==> src/rtl/as_uart_pkg.sv <==
`default_nettype none
// ============================================================================
// Package     : as_pack
// Description : Shared UART width and the state encoding used by TX and RX.
// Revision    : 1.0 - initial release
// ============================================================================
package as_pack;

    localparam int uart_width = 8;

    typedef enum logic [1:0] {
        IDLE  = 2'd0,
        START = 2'd1,
        DATA  = 2'd2,
        STOP  = 2'd3
    } uart_state_t;

endpackage
`default_nettype wire

==> src/rtl/as_uart_rx.sv <==
`default_nettype none
// ============================================================================
// Module      : as_uart_rx
// Description : 8N1 receiver with input synchronizer, mid-bit sampling,
//               glitch rejection and framing-error recovery.
// Revision    : 1.0 - initial release
// ============================================================================
module as_uart_rx
    import as_pack::*;
#(
    parameter int BIT_CNT = 13020
) (
    input  logic                  clk_i,
    input  logic                  rst_i,
    input  logic                  rx_i,
    output logic [uart_width-1:0] data_o,
    output logic                  rdy_rx_o
);

    localparam int c_cnt_w = (BIT_CNT > 1) ? $clog2(BIT_CNT) : 1;
    localparam int c_idx_w = $clog2(uart_width);
    localparam logic [c_cnt_w-1:0] c_bit_last  = c_cnt_w'(BIT_CNT - 1);
    localparam logic [c_cnt_w-1:0] c_half_last = c_cnt_w'(BIT_CNT / 2 - 1);
    localparam logic [c_cnt_w-1:0] c_cnt_one   = c_cnt_w'(1);
    localparam logic [c_idx_w-1:0] c_idx_last  = c_idx_w'(uart_width - 1);
    localparam logic [c_idx_w-1:0] c_idx_one   = c_idx_w'(1);

    logic [1:0]            r_sync;
    logic                  w_rx;
    uart_state_t           r_state;
    logic [c_cnt_w-1:0]    r_cnt;
    logic [c_idx_w-1:0]    r_bit_idx;
    logic [uart_width-1:0] r_shift;
    logic [uart_width-1:0] r_data;
    logic                  r_rdy;
    logic                  r_ferr;

    // Synchronizer presets to the idle level so reset release cannot fake a start bit
    always_ff @(posedge clk_i or posedge rst_i) begin
        if (rst_i) begin
            r_sync <= 2'b11;
        end else begin
            r_sync <= {r_sync[0], rx_i};
        end
    end

    assign w_rx = r_sync[1];

    always_ff @(posedge clk_i or posedge rst_i) begin
        if (rst_i) begin
            r_state   <= IDLE;
            r_cnt     <= '0;
            r_bit_idx <= '0;
            r_shift   <= '0;
            r_data    <= '0;
            r_rdy     <= 1'b0;
            r_ferr    <= 1'b0;
        end else begin
            case (r_state)
                IDLE: begin
                    r_cnt <= '0;
                    if (!w_rx) begin
                        r_state <= START;
                    end
                end
                START: begin
                    if (r_cnt == c_half_last) begin
                        r_cnt <= '0;
                        if (w_rx) begin
                            r_state <= IDLE;
                        end else begin
                            r_state   <= DATA;
                            r_bit_idx <= '0;
                            r_rdy     <= 1'b0;
                        end
                    end else begin
                        r_cnt <= r_cnt + c_cnt_one;
                    end
                end
                DATA: begin
                    if (r_cnt == c_bit_last) begin
                        r_cnt   <= '0;
                        r_shift <= {w_rx, r_shift[uart_width-1:1]};
                        if (r_bit_idx == c_idx_last) begin
                            r_state <= STOP;
                        end else begin
                            r_bit_idx <= r_bit_idx + c_idx_one;
                        end
                    end else begin
                        r_cnt <= r_cnt + c_cnt_one;
                    end
                end
                STOP: begin
                    // After a framing error, park here until the line is released
                    if (r_ferr) begin
                        if (w_rx) begin
                            r_ferr  <= 1'b0;
                            r_state <= IDLE;
                        end
                    end else if (r_cnt == c_bit_last) begin
                        r_cnt <= '0;
                        if (w_rx) begin
                            r_data  <= r_shift;
                            r_rdy   <= 1'b1;
                            r_state <= IDLE;
                        end else begin
                            r_ferr <= 1'b1;
                        end
                    end else begin
                        r_cnt <= r_cnt + c_cnt_one;
                    end
                end
                default: r_state <= IDLE;
            endcase
        end
    end

    assign data_o   = r_data;
    assign rdy_rx_o = r_rdy;

endmodule
`default_nettype wire

==> src/rtl/as_uart.sv <==
`default_nettype none
// ============================================================================
// Module      : as_uart
// Description : Full-duplex 8N1 UART: transmitter here, receiver in as_uart_rx.
// Revision    : 1.0 - initial release
// ============================================================================
module as_uart
    import as_pack::*;
#(
    parameter int CLK_FREQ  = 125_000_000,
    parameter int BAUD_RATE = 9600,
    parameter int BIT_CNT   = CLK_FREQ / BAUD_RATE
) (
    input  logic                  clk_i,
    input  logic                  rst_i,
    input  logic                  rx_i,
    output logic                  tx_o,
    input  logic                  start_i,
    input  logic [uart_width-1:0] data_i,
    output logic [uart_width-1:0] data_o,
    output logic                  rdy_rx_o,
    output logic                  rdy_tx_o
);

    localparam int c_cnt_w = (BIT_CNT > 1) ? $clog2(BIT_CNT) : 1;
    localparam int c_idx_w = $clog2(uart_width);
    localparam logic [c_cnt_w-1:0] c_bit_last = c_cnt_w'(BIT_CNT - 1);
    localparam logic [c_cnt_w-1:0] c_cnt_one  = c_cnt_w'(1);
    localparam logic [c_idx_w-1:0] c_idx_last = c_idx_w'(uart_width - 1);
    localparam logic [c_idx_w-1:0] c_idx_one  = c_idx_w'(1);

    uart_state_t           r_tx_state;
    logic [c_cnt_w-1:0]    r_tx_cnt;
    logic [c_idx_w-1:0]    r_tx_idx;
    logic [uart_width-1:0] r_tx_shift;
    logic                  r_tx;
    logic                  r_rdy_tx;

    always_ff @(posedge clk_i or posedge rst_i) begin
        if (rst_i) begin
            r_tx_state <= IDLE;
            r_tx_cnt   <= '0;
            r_tx_idx   <= '0;
            r_tx_shift <= '0;
            r_tx       <= 1'b1;
            r_rdy_tx   <= 1'b1;
        end else begin
            case (r_tx_state)
                IDLE: begin
                    r_tx_cnt <= '0;
                    // Start bit goes out on the accepting edge itself
                    if (start_i) begin
                        r_tx_shift <= data_i;
                        r_tx       <= 1'b0;
                        r_rdy_tx   <= 1'b0;
                        r_tx_state <= START;
                    end
                end
                START: begin
                    if (r_tx_cnt == c_bit_last) begin
                        r_tx_cnt   <= '0;
                        r_tx_idx   <= '0;
                        r_tx       <= r_tx_shift[0];
                        r_tx_shift <= r_tx_shift >> 1;
                        r_tx_state <= DATA;
                    end else begin
                        r_tx_cnt <= r_tx_cnt + c_cnt_one;
                    end
                end
                DATA: begin
                    if (r_tx_cnt == c_bit_last) begin
                        r_tx_cnt <= '0;
                        if (r_tx_idx == c_idx_last) begin
                            r_tx       <= 1'b1;
                            r_tx_state <= STOP;
                        end else begin
                            r_tx       <= r_tx_shift[0];
                            r_tx_shift <= r_tx_shift >> 1;
                            r_tx_idx   <= r_tx_idx + c_idx_one;
                        end
                    end else begin
                        r_tx_cnt <= r_tx_cnt + c_cnt_one;
                    end
                end
                STOP: begin
                    if (r_tx_cnt == c_bit_last) begin
                        r_tx_cnt   <= '0;
                        r_rdy_tx   <= 1'b1;
                        r_tx_state <= IDLE;
                    end else begin
                        r_tx_cnt <= r_tx_cnt + c_cnt_one;
                    end
                end
                default: r_tx_state <= IDLE;
            endcase
        end
    end

    assign tx_o     = r_tx;
    assign rdy_tx_o = r_rdy_tx;

    as_uart_rx #(
        .BIT_CNT (BIT_CNT)
    ) u_rx (
        .clk_i    (clk_i),
        .rst_i    (rst_i),
        .rx_i     (rx_i),
        .data_o   (data_o),
        .rdy_rx_o (rdy_rx_o)
    );

endmodule
`default_nettype wire

==> config.mk <==
export PLATFORM = sky130hd
export DESIGN_NAME = as_uart
export DESIGN_NICKNAME = d
export VERILOG_FILES = /design/src/rtl/as_uart_pkg.sv /design/src/rtl/as_uart_rx.sv /design/src/rtl/as_uart.sv
export SDC_FILE = /design/constraint.sdc
export NUM_CORES = 1
export LEC_CHECK = 0
export ABC_AREA = 1
export CAP_MARGIN = 10
export CORE_MARGIN = 4
export CORE_UTILIZATION = 24
export DETAILED_ROUTE_END_ITERATION = 16
export MAX_ROUTING_LAYER = met4
export PLACE_DENSITY_LB_ADDON = 0.08
export SETUP_SLACK_MARGIN = 0.4
export SLEW_MARGIN = 5
export SYNTH_ARGS = -nofsm -noshare
export SYNTH_HDL_FRONTEND = slang
export SYNTH_SLANG_ARGS = --single-unit
export TNS_END_PERCENT = 10
==> constraint.sdc <==
create_clock -name clk_i -period 1.9 [get_ports clk_i]
set_input_delay 0.285 -clock clk_i [delete_from_list [all_inputs] [get_ports clk_i]]
set_output_delay 0.285 -clock clk_i [all_outputs]
set_load 0.01 [all_outputs]
==> results.json, run 1 <==
{
  "fillCellCount": 1551,
  "h-tree-depth": 3,
  "yosys-top-cells-area": "dfrtp_1, nand2_1, inv_1",
  "routed.top_layer": "met4",
  "layout.nets": 510,
  "hold_viol": 0,
  "ios": 23,
  "synth_most_common_cell": "nand2_1",
  "clkTransAtPathRegs_ns": 0.06,
  "drc": 0,
  "grt.overflow.total": 0,
  "yosysWarnings": 0,
  "wl_met1_mm": 4.08,
  "critical_path_required_ns": 1.62,
  "dr.pass1.iters": 4,
  "relSlewSlack_pct": 69.5,
  "powerDensity_mw_per_mm2": 1010,
  "drive_gt1_share_pct": 25.1,
  "swShare_pct": 30.8,
  "clock_skew_ns": 0.00613,
  "placed_cell_area_mm2": 0.00409,
  "antennaDiodeCount": 0,
  "p_seq_share_pct": 35.6,
  "status": "complete, no violations",
  "setup.worst_path.end_class": "primary output",
  "clk_latency_ns": 0.33,
  "startpoint": "tx_o",
  "met2_length_mm": 3.60,
  "cp_slowest_cell": "dfstp_2",
  "clk_path_buf_depth": 2,
  "cts_root_buf": "clkbuf_16",
  "crit_type": "register to primary output",
  "synthCells": 440,
  "cts_tree": "done",
  "die_x_um": 131,
  "synth.top_cell.area_share_pct": 44.0,
  "internal_power_w": 0.00331,
  "rr_startpoint": "u_rx.r_cnt[1]",
  "cts_made_buffers": 9,
  "crit_chain": "clkdlybuf4s50_1",
  "synth_top_flop_cell": "dfrtp_1",
  "initial_core_util_pct": 24.7,
  "ff_latch_area_mm2": 0.00171,
  "vias": 2845,
  "p_leak_nw": 2.20,
  "multi_input_area_mm2": 0.00183,
  "design_area_mm2": 0.00475,
  "grt_util_all_layers_pct": 10.6,
  "cp_max_fo": 2,
  "ant_nets": 0,
  "clock.fmax_mhz": 600,
  "core_mm2": 0.0147,
  "syn_to_final_growth_pct": 30.5,
  "syn-num-nets": 464,
  "wl_per_cell_um": 11.9,
  "cp_top_family": "flip-flops",
  "grt_max_degree": 31,
  "synth_async_sr_flop_share_pct": 100,
  "ys_ff_latch": 68,
  "cp_num_buf_inv": 1,
  "instances_no_fill": 675,
  "tightest_slew_ns": 0.457,
  "synth-edff-count": 0,
  "grt_pass1_wl_mm": 13.9,
  "placementRows": 44,
  "fp.dieH_um": 131,
  "route.met3.wl_um": 139,
  "gp_congestion": 0.764,
  "irDropWorstVdd_mv": 0.517,
  "drv_slew": 0,
  "grt_pass1_vias": 2941,
  "wirelength_mm": 8.02,
  "fin_crit_ns": 1.67,
  "arrival_ns": 1.38,
  "die_area_mm2": 0.0172,
  "yosysUniqueCellTypes": 35,
  "antenna_found_initial": 0,
  "finalCritPeriodShare_pct": 87.7,
  "hold_path_class": "input port to asynchronous set/reset pin",
  "setup_viol_count_final": 0,
  "syn_avg_cell_area_um2": 8.26,
  "synthTopCellsByCount": "nand2_1, dfrtp_1, inv_1",
  "start_kind": "register",
  "dpl.hpwl_mm": 5.50,
  "port_buffers": 22,
  "synth.cell_area_mm2": 0.00364,
  "hold_ws_ns": 0.317,
  "pwr-share-clk_pct": 38.2,
  "cts_sinks": 68,
  "postCtsHoldBufs": 0,
  "p_switching_w": 0.00147,
  "critPathMaxStageDelay_ns": 0.53,
  "p_comb_share_pct": 26.3,
  "viasPerCell": 4.21,
  "drt_iter0_drc": 96,
  "maxCapViolations": 0,
  "ys_seq_area_share_pct": 46.9,
  "placed_cells": 644,
  "fin_setup_tns_ns": 0,
  "yosys.area.top_type": "dfrtp_1",
  "rsz0062_at_grt": "yes"
}
[power groups by stage]
stage,Clock [W],Sequential (W),Combinational (W)
5_1_grt,0.00195,0.00172,0.00143
3_5_place_dp,0,0.00173,0.00120
4_1_cts,0.00191,0.00170,0.00120
6_report,0.00183,0.00170,0.00126
3_3_place_gp,0,0.00173,0.00119
2_1_floorplan,0,0.00171,0.000967
[worst paths after layout]
| kind | cells after the start | slack (ns) | end |
|---|---|---|---|
| max | 1 | 0.23 | tx_o |
| min | 2 | 0.32 | r_tx_idx[0] |
| max reg2reg | 10 | 0.30 | u_rx.r_cnt[9] |
| min reg2reg | 0 | 0.36 | u_rx.r_sync[1] |
| max in group asynchronous | 3 | 1.05 | u_rx.r_sync[1] |
| min in group clk_i | 0 | 0.36 | u_rx.r_sync[1] |
[metrics by stage]
stage | worst slack, ns | total power (W) | utilization, %
after floorplan | 0.352 | 0.00268 | -
after global placement | 0.246 | 0.00292 | 27.8
after detailed placement | 0.202 | 0.00293 | 27.8
after CTS | 0.207 | 0.00481 | 30.6
after global routing | 0.133 | 0.00510 | 32.3
final | 0.234 | 0.00478 | 32.3
[cells by family (layout without fill, tap and decap cells)]
kind of cell             Yosys count  count (layout)  synth area share (%)
AO/OA/AOI/OAI                     55              55                  10.4
buffers and inverters             70             119                  8.09
XOR/XNOR                           3               3                 0.723
flip-flops                        68              68                  46.9
adder cells (fa/ha/maj)           12              12                  4.13
AND/OR/NAND/NOR                  225             227                  27.8
multiplexers                       7               7                  1.93
[sequential cells by signal, indices dropped and copies added, names as in the netlist, 2 cells and up, named ones only]
signal	cells
r_tx_idx	3
r_tx_state	2
u_rx.r_shift	8
u_rx.data_o	8
u_rx.r_cnt	14
r_tx_cnt	14
u_rx.r_sync	2
r_tx_shift	8
u_rx.r_bit_idx	3
[cell type report]
class / instances / share of cell area, %
repair buffers: 39 / 8.36
well taps: 184 / 4.85
clock buffers: 10 / 5.04
inverters: 64 / 5.33
clock inverters: 6 / 1.85
flip-flops and latches: 68 / 36.1
multi-input cells: 304 / 38.5
[repair_timing]
| action | 4_1_cts | 5_1_grt |
|---|---|---|
| setup endpoints to repair | 65 | 71 |
| buffers inserted | 2 | 10 |
| gates cloned | 2 | 1 |
| gates resized for setup | 13 | 47 |
| pin swaps | 2 | 19 |
[cell usage in the layout, fill, tap and decap left out, types with 4 or more instances in the layout]
cell             instances
nand2_4                  6
o21ai_2                 23
o21ai_0                 13
nor2_2                   8
ha_1                    10
nor3_1                   4
nor2_1                  42
clkbuf_16                9
a21oi_1                  7
clkdlybuf4s50_1         21
clkinvlp_4               5
buf_6                    4
nand3_2                  4
dfrtp_1                 60
dfrtp_2                  4
nand2_2                 17
mux2i_1                  7
nand2_1                 99
inv_1                   54
dfstp_2                  4
buf_4                    9
nand3_1                 29
inv_2                    7
[per-layer routing]
metal  track usage [%]  vias up
li1                  -     1488
met5                 -        -
met4              5.69        0
met1              13.9     1318
met3              1.94       13
met2              15.6       26
Power figures use the tool's default switching activity.
==> run 2, diff against run 1 <==
--- a/config.mk
+++ b/config.mk
@@ -13,5 +13,5 @@
 export MAX_ROUTING_LAYER = met4
-export PLACE_DENSITY_LB_ADDON = 0.08
+export PLACE_DENSITY = 0.37
 export SETUP_SLACK_MARGIN = 0.4
-export SLEW_MARGIN = 5
+export SLEW_MARGIN = 30
 export SYNTH_ARGS = -nofsm -noshare
==> constraint.sdc (replaced) <==
create_clock -name clk_i -period 1.9 [get_ports clk_i]
set_input_delay 0.38 -clock clk_i [delete_from_list [all_inputs] [get_ports clk_i]]
set_output_delay 0.38 -clock clk_i [all_outputs]
set_load 0.01 [all_outputs]
==> run 2 against run 1 <==
Effect of this change: flip-flop and latch count is the same; clock power is 9% lower; non-clock buffer count decreased by 10; sequential power about the same; die area unchanged; critical path type is now register to register; critical endpoint is now u_rx.r_cnt[9].
==> results.json, run 2 (synthesis results as in run 1) <==
{
  "powerDensity_mw_per_mm2": 1010,
  "gp_congestion": 0.795,
  "clock.fmax_mhz": 580,
  "die_x_um": 131,
  "arrival_ns": 1.95,
  "p_leak_nw": 2.12,
  "multi_input_area_mm2": 0.00172,
  "cts_root_buf": "clkbuf_16",
  "drive_gt1_share_pct": 18.5,
  "dr.pass1.iters": 4,
  "syn_to_final_growth_pct": 23.0,
  "critical_path_required_ns": 2.12,
  "fin_crit_ns": 1.73,
  "crit_type": "register to register",
  "fin_setup_tns_ns": 0,
  "drc": 0,
  "grt_pass1_vias": 2859,
  "holdPathEnd": "u_rx.r_sync[1]",
  "met1_usage_pct": 13.8,
  "tightest_slew_ns": 0.586,
  "grt_util_all_layers_pct": 10.3,
  "swShare_pct": 32.5,
  "clock_skew_ns": 0.00796,
  "cp_max_fo": 6,
  "status": "complete, no violations",
  "ios": 23,
  "internal_power_w": 0.00305,
  "ant_nets": 0,
  "hold_start": "u_rx.r_sync[0]",
  "r2r_slack_ns": 0.17,
  "hold_path_class": "register to register",
  "port_buffers": 22,
  "ff_latch_area_mm2": 0.00171,
  "relSlewSlack_pct": 60.8,
  "grt_pass1_wl_mm": 13.5,
  "placementRows": 44,
  "worstReg2RegEnd": "u_rx.r_cnt[9]",
  "rsz0062_at_grt": "yes",
  "core_mm2": 0.0147,
  "fillCellCount": 1554,
  "maxCapViolations": 0,
  "initial_core_util_pct": 24.7,
  "hold_viol": 0,
  "vias": 2824,
  "rr_startpoint": "u_rx.r_cnt[0]",
  "finalCritPeriodShare_pct": 90.8,
  "cts_sinks": 68,
  "worst_slack_ns": 0.175,
  "busiest_layer": "met2",
  "h-tree-depth": 3,
  "worstRegToRegCells": 10,
  "drt_iter0_drc": 126,
  "hold_ws_ns": 0.361,
  "final_common_cell": "nand2_1",
  "grt_max_degree": 69,
  "drv_slew": 0,
  "dpl.hpwl_mm": 5.17,
  "hold_depth": 0,
  "antennaDiodeCount": 0,
  "cts_made_buffers": 9,
  "grt_util_met2_pct": 14.6,
  "layout_common_cells": "nand2_1, dfrtp_1, inv_1",
  "pwr-share-clk_pct": 36.8,
  "preCtsSetupSlack_ns": 0.161,
  "p_switching_w": 0.00147,
  "grt_util_met3_pct": 1.90,
  "design_area_mm2": 0.00447,
  "antenna_found_initial": 0,
  "irDropWorstVdd_mv": 0.429,
  "fin_util_pct": 30.4,
  "layout.nets": 499,
  "grt.overflow.total": 0,
  "clk_path_buf_depth": 2,
  "die_area_mm2": 0.0172,
  "setup_viol_count_final": 0,
  "p_seq_share_pct": 37.8,
  "wirelength_mm": 7.80,
  "placed_cell_area_mm2": 0.00406,
  "p_comb_share_pct": 25.5,
  "reg_top3": "r_tx_cnt: 14 flops, u_rx.r_cnt: 14 flops",
  "setup.worst_path.end_class": "register",
  "clkTransAtPathRegs_ns": 0.06,
  "fp.dieH_um": 131,
  "wl_per_cell_um": 11.8,
  "start_kind": "register",
  "viasPerCell": 4.25,
  "cts_tree": "done",
  "clk_latency_ns": 0.34
}
## run 2: changes by cell type in the layout (fill, tap and decap cells not counted), sizes merged
cell	previous run	this run
buf	17	7
bufinv	2	1
clkbuf	10	11
clkdlybuf4s15	0	1
clkdlybuf4s50	21	19
clkinv	1	4
clkinvlp	5	2
dlygate4sd2	1	2
nand2	124	123
## run 2: what timing repair did
action                     in CTS  in global routing
pin swaps                       1                  5
setup endpoints to repair      66                 69
gates cloned                    1                  1
hold buffers                    0                  0
resized for setup              11                 17
buffers inserted                2                  2
## run 2: layer usage
metal,part of all wire [%],vias up
li1,-,1472
met1,52,1307
met2,44,33
met3,1.9,12
met4,2.4,0
met5,0,-
## run 2: layout make-up
class | instances | share of cell area [%]
tap | 184 | 5.15
clock buffer | 11 | 5.20
sequential | 68 | 38.2
timing repair buffer | 29 | 6.38
clock inverter | 5 | 1.18
inverter | 64 | 5.57
multi-input combinational | 303 | 38.4
## run 2: per-stage QoR
| step | total power [W] | std cells |
|---|---|---|
| 2_1_floorplan | 0.00268 | 440 |
| 3_3_place_gp | 0.00289 | 642 |
| 3_5_place_dp | 0.00291 | 642 |
| 4_1_cts | 0.00461 | 661 |
| 5_1_grt | 0.00482 | 664 |
| 6_report | 0.00451 | 664 |
## run 2: power by group through the flow
stage,Sequential [W],Clock (W),Combinational (W)
global placement,0.00173,0,0.00116
finish,0.00170,0.00166,0.00115
global route,0.00173,0.00177,0.00132
floorplan,0.00171,0,0.000967
detailed placement,0.00173,0,0.00118
CTS,0.00171,0.00173,0.00117
## run 2: worst max path at each step
stage	start	end	slack, ns	depth (start not counted)
final	u_rx.r_cnt[0]	u_rx.r_cnt[9]	0.17	10
after detailed placement	start_i	r_tx_shift[2]	0.16	6
after CTS	register	u_rx.r_cnt[12]	0.24	8
after global routing	u_rx.r_cnt[0]	u_rx.r_cnt[9]	0.07	10
after global placement	start_i	r_tx_shift[7]	0.19	6
after floorplan	r_tx_state[0]	r_tx_shift[0]	0.35	5
## run 2: critical path: stages, from the launching register on
cell,delay [ns]
dfrtp_1,0.41
ha_2,0.22
inv_2,0.05
nor2_2,0.10
nand2_1,0.08
nor2_2,0.15
nand2_4,0.10
nand2_2,0.09
nand3_2,0.09
buf_6,0.15
and3b_1,0.17
